===== src/rtl/apb_master.sv =====
// APB master bridging single-cycle CPU requests to five memory-mapped APB slaves.
// Optional ACCESS-phase timeout enabled with `define APB_MASTER_TIMEOUT_EN.

module apb_slv_lane (
    input  logic        sel,
    input  logic [31:0] prdata,
    input  logic        pready,
    output logic [31:0] rdata_g,
    output logic        ready_g
);
    assign rdata_g = sel ? prdata : '0;
    assign ready_g = sel & pready;
endmodule

module apb_master #(
    parameter int unsigned TIMEOUT_CYCLES = 255
) (
    input  logic        PCLK,
    input  logic        PRESET,
    input  logic        transfer,
    input  logic        write,
    input  logic [31:0] addr,
    input  logic [31:0] wdata,
    output logic [31:0] rdata,
    output logic        ready,
    output logic        err,
    output logic        busy,
    output logic [31:0] PADDR,
    output logic        PWRITE,
    output logic        PENABLE,
    output logic [31:0] PWDATA,
    output logic [4:0]  PSEL,
    input  logic [31:0] PRDATA0,
    input  logic [31:0] PRDATA1,
    input  logic [31:0] PRDATA2,
    input  logic [31:0] PRDATA3,
    input  logic [31:0] PRDATA4,
    input  logic        PREADY0,
    input  logic        PREADY1,
    input  logic        PREADY2,
    input  logic        PREADY3,
    input  logic        PREADY4
);
    localparam int NUM_SLV = 5;

    typedef enum logic [1:0] {IDLE, SETUP, ACCESS} state_t;

    state_t state;
    logic   unmapped;

    logic [NUM_SLV-1:0][31:0] prdata_a;
    logic [NUM_SLV-1:0]       pready_a;
    logic [NUM_SLV-1:0][31:0] rdata_g;
    logic [NUM_SLV-1:0]       ready_g;
    logic [31:0]              sel_rdata;
    logic                     sel_ready;
    logic                     in_access;
    logic                     done;
    logic                     tmo_hit;

    assign prdata_a = {PRDATA4, PRDATA3, PRDATA2, PRDATA1, PRDATA0};
    assign pready_a = {PREADY4, PREADY3, PREADY2, PREADY1, PREADY0};

    function automatic logic [4:0] decode(input logic [19:0] page);
        case (page)
            20'h10000: decode = 5'b00001;
            20'h10001: decode = 5'b00010;
            20'h10002: decode = 5'b00100;
            20'h10003: decode = 5'b01000;
            20'h10004: decode = 5'b10000;
            default:   decode = 5'b00000;
        endcase
    endfunction

    // Each lane masks its slave's response with its select; non-selected slaves contribute nothing.
    genvar gi;
    generate
        for (gi = 0; gi < NUM_SLV; gi++) begin : g_lane
            apb_slv_lane u_lane (
                .sel     (PSEL[gi]),
                .prdata  (prdata_a[gi]),
                .pready  (pready_a[gi]),
                .rdata_g (rdata_g[gi]),
                .ready_g (ready_g[gi])
            );
        end
    endgenerate

    always_comb begin
        sel_rdata = '0;
        for (int i = 0; i < NUM_SLV; i++) sel_rdata = sel_rdata | rdata_g[i];
    end

    assign sel_ready = |ready_g;

`ifdef APB_MASTER_TIMEOUT_EN
    localparam int TW  = $clog2(TIMEOUT_CYCLES + 1);
    localparam int CW  = (TW > 8) ? TW : 8;
    logic [CW-1:0] tmo_cnt;
    assign tmo_hit = (tmo_cnt == CW'(TIMEOUT_CYCLES));
`else
    wire unused_tmo_param = (TIMEOUT_CYCLES != 0);
    assign tmo_hit = 1'b0;
`endif

    // A real PREADY wins over a simultaneous timeout, so that cycle is a clean completion.
    assign in_access = (state == ACCESS);
    assign done      = in_access & (unmapped | sel_ready | tmo_hit);
    assign ready     = done;
    assign err       = in_access & (unmapped | (tmo_hit & ~sel_ready));
    assign rdata     = (in_access & sel_ready) ? sel_rdata : '0;
    assign busy      = (state != IDLE);

    always_ff @(posedge PCLK or posedge PRESET) begin
        if (PRESET) begin
            state    <= IDLE;
            unmapped <= 1'b0;
            PSEL     <= '0;
            PENABLE  <= 1'b0;
            PWRITE   <= 1'b0;
            PADDR    <= '0;
            PWDATA   <= '0;
`ifdef APB_MASTER_TIMEOUT_EN
            tmo_cnt  <= '0;
`endif
        end else begin
            case (state)
                IDLE: begin
                    if (transfer) begin
                        PADDR    <= addr;
                        PWDATA   <= wdata;
                        PWRITE   <= write;
                        PSEL     <= decode(addr[31:12]);
                        unmapped <= (decode(addr[31:12]) == 5'b00000);
                        state    <= SETUP;
                    end
                end
                SETUP: begin
                    PENABLE <= 1'b1;
                    state   <= ACCESS;
`ifdef APB_MASTER_TIMEOUT_EN
                    tmo_cnt <= '0;
`endif
                end
                ACCESS: begin
                    if (done) begin
                        PSEL    <= '0;
                        PENABLE <= 1'b0;
                        state   <= IDLE;
                    end
`ifdef APB_MASTER_TIMEOUT_EN
                    else begin
                        tmo_cnt <= tmo_cnt + 1'b1;
                    end
`endif
                end
                default: state <= IDLE;
            endcase
        end
    end

endmodule


===== config.mk =====
export PLATFORM = sky130hd
export DESIGN_NAME = apb_master
export DESIGN_NICKNAME = d
export VERILOG_FILES = /design/src/rtl/apb_master.sv
export SDC_FILE = /design/constraint.sdc
export NUM_CORES = 1
export LEC_CHECK = 0
export CAP_MARGIN = 20
export CORE_AREA = 2 2 131 133
export DETAILED_ROUTE_END_ITERATION = 8
export DIE_AREA = 0 0 133 135
export PLACE_DENSITY = 0.66
export SETUP_SLACK_MARGIN = 0.3
export SLEW_MARGIN = 20
export SYNTH_ARGS = -nofsm -noshare
export SYNTH_HDL_FRONTEND = slang
export SYNTH_SLANG_ARGS = --single-unit

===== constraint.sdc =====
create_clock -name PCLK -period 2.5 [get_ports PCLK]
set_clock_uncertainty 0.05 [all_clocks]
set_input_delay 0.25 -clock PCLK [delete_from_list [all_inputs] [get_ports PCLK]]
set_output_delay 0.25 -clock PCLK [all_outputs]
set_load 0.05 [all_outputs]

==> results.toml, run 1 <==
[cts]
cts_made_buffers = 9
clockBufferDepth = 2
htree_num_levels = 3
holdBufCountCts = 0
root_buffer = "clkbuf_16"
clk_pin_slew_ps = 60
cts_tree = "done"
cts_sinks = 74
clk_latency_ps = 330

[sta]
setup_tns_ps = 0
period_needed_ps = 2410
period_share_pct = 96.40
rsz0062_at_grt = "true"
setup_viol = 0
hold_viol_final = 0
worst_pin_slew_ps = 822.5
layout_setup_ws_ps = 89.98
fmaxAchievable_mhz = 414.9
maxSlewHeadroom_pct = 45.17
drv_slew = 0

[floorplanning]
fp.dieArea_um2 = 17960
io_pins = 339
coreArea_um2 = 16410
start_util_pct = 22.95
die_x_um = 133
die_h_um = 135
rows = 47

[critical_path]
cp_max_fo = 7
worst_path_most_repeated_cell = "buf_12"
required_ps = 2200
cp_cell_sequence = "buf_12, buf_4, a222oi_1, a21oi_1, buf_12"
crit_path_max_incr_delay_ps = 620
setup.worst_path.start = "PSEL[0]$_DFFE_PP0P_"
start_kind = "flop"
rr_startpoint = "state[1]$_DFFE_PP0P_"
rr_worst_depth = 3
path_class = "flop to primary output"
end_kind = "primary output"
cp.arrival_ps = 2110
cp_slowest_cell = "a222oi_1"

[synthesis]
yosysMostFrequentCell = "dfrtp_1"
synth_area_leaders = "dfrtp_1 (49%), mux2_2 (19%), a222oi_1 (8.8%), a22oi_1 (6.6%), a21oi_1 (4.7%)"
synth-seq-cells = 74
synthArstFlopShare_pct = 100.0
synth_common_cells = "dfrtp_1 (74), mux2_2 (65), a21oi_1 (35)"
synth-warning-count = 0
yosysSeqAreaShare_pct = 49.19
synth_nets = 552
synth_top_area_share_pct = 49.19
yosys.area.top_type = "dfrtp_1"
syn_inst = 319
ys.flop_type = "dfrtp_1"
yosysUniqueCellTypes = 30
synth_area_um2 = 3765
syn_avg_cell_area_um2 = 11.80
synth_enable_flop_cells = 0

[drt]
vias_per_cell = 4.925
drtAntennaViolNets = 0
drc = 0
vias = 4339
drt_iter0_markers = 345
first_pass_iters = 6
wire_per_inst_um = 21.99
routed_wirelength_mm = 19.37

[placed_design]
dp_hpwl_mm = 14.93
numPortBuffers = 338
place_area_um2 = 7694
place_congestion = 0.9211
dp_slack_ps = 345.4

[power_and_ir_drop]
total_power_w = 0.005529
cellPowerDensity_nw_per_um2 = 667.0
p_leak_nw = 3.074
peakVddDrop_v = 0.0005922

[global_routing]
grt_pass1_wl_mm = 26.84
antenna_found_initial = 0
grt_usage_pct = 19.75
grt_max_degree = 75
overflow = 0
grt_pass1_vias = 4606

[finish]
final_nets = 889
area_growth_pct = 120.2
drive_above_1_share_pct = 23.75
final_area_um2 = 8289
fillCellCount = 1407
diodes = 0
fin_util_pct = 50.52

[hold_path]
hold_class = "input pin to async pin"

[job]
cap_violations = 0

[run_status]
outcome = "finished clean"
## critical path, delay by kind of cell, from the launching register on
family	cells	cell delay (ps)
AO/OA/AOI/OAI	2	840
buffers and inverters	3	500
flip-flops	1	420
## kinds of logic (layout without fill, tap and decap cells)
family                 after synthesis  count (layout)  synth area share (%)
AND/OR/NAND/NOR                     34              34                 5.251
flip-flops                          74              74                 49.19
multiplexers                        65              65                 19.44
AO/OA/AOI/OAI                      109             109                 21.40
buffers and inverters               37             379                 4.719
## area by class of cell
cell class	instances	area (um2)	share of cell area, %
Clock inverter	4	51.30	0.6189
Clock buffer	12	246.5	2.974
Inverter	2	8.758	0.1057
Tap cell	220	275.3	3.321
Sequential cell	74	1853	22.35
Timing Repair Buffer	361	4053	48.89
Multi-Input combinational cell	208	1802	21.74
## through the flow
step | hold slack (ps) | cells
2_1_floorplan | 297.0 | 319
3_3_place_gp | 438.8 | 854
3_5_place_dp | 444.7 | 854
4_1_cts | 286.4 | 878
5_1_grt | 328.2 | 881
6_report | 261.1 | 881
## worst paths after layout
kind                       slack [ps]                     end
max in group asynchronous        1810   PADDR[16]$_DFFE_PP0P_
min                               260  PWDATA[10]$_DFFE_PP0P_
max reg2reg                       780  PWDATA[19]$_DFFE_PP0P_
min in group PCLK                 450    PADDR[2]$_DFFE_PP0P_
max                                90               rdata[29]
min reg2reg                       450    PADDR[2]$_DFFE_PP0P_
## cells in the final DEF (no fill, tap or decap), types with 2 or more instances in the layout
cell type          n
nor2_1             4
a21oi_4            2
a21oi_2            8
clkbuf_16         21
nand2b_1           3
and2_1             2
a22oi_1           33
nor3_1             3
o21ai_0            4
buf_6              3
clkinv_2           2
clkdlybuf4s50_1  299
mux2_2            65
dfrtp_1           73
nor4b_1            2
nand4_1            2
buf_4             17
clkbuf_1           2
a222oi_1          33
a21oi_1           25
nand2_1            7
nor4_1             3
buf_12            28
## routing by layer
layer  global-route usage, %  wire length, um
met5                       0                0
met4                   11.35              865
met3                   8.258             2077
met2                   36.59            10090
met1                   18.17             6339
## power breakdown
| group | leakage, nW | internal (W) | switching [W] |
|---|---|---|---|
| sequential | 0.872 | 0.00150 | 0.000163 |
| combinational | 2.06 | 0.00109 | 0.00150 |
| clock | 0.143 | 0.000800 | 0.000483 |
## state kept, by name (all words and copies together) (netlist names)
name	cells
PADDR	32
PWDATA	32
PSEL	5
state	2
PENABLE	1
PWRITE	1
unmapped	1
## what timing repair did
| item | 4_1_cts | 5_1_grt |
|---|---|---|
| pin swaps | 4 | 6 |
| gates cloned | 1 | 3 |
| gates resized for setup | 13 | 36 |
| buffers inserted | 7 | 0 |
| setup endpoints to repair | 19 | 34 |
Power figures use the tool's default switching activity.
==> inputs of run 2 (changes only) <==
- CAP_MARGIN: 20 -> unset
==> results of run 2 <==
Final layout, timing and power as in run 1 (identical DEF).
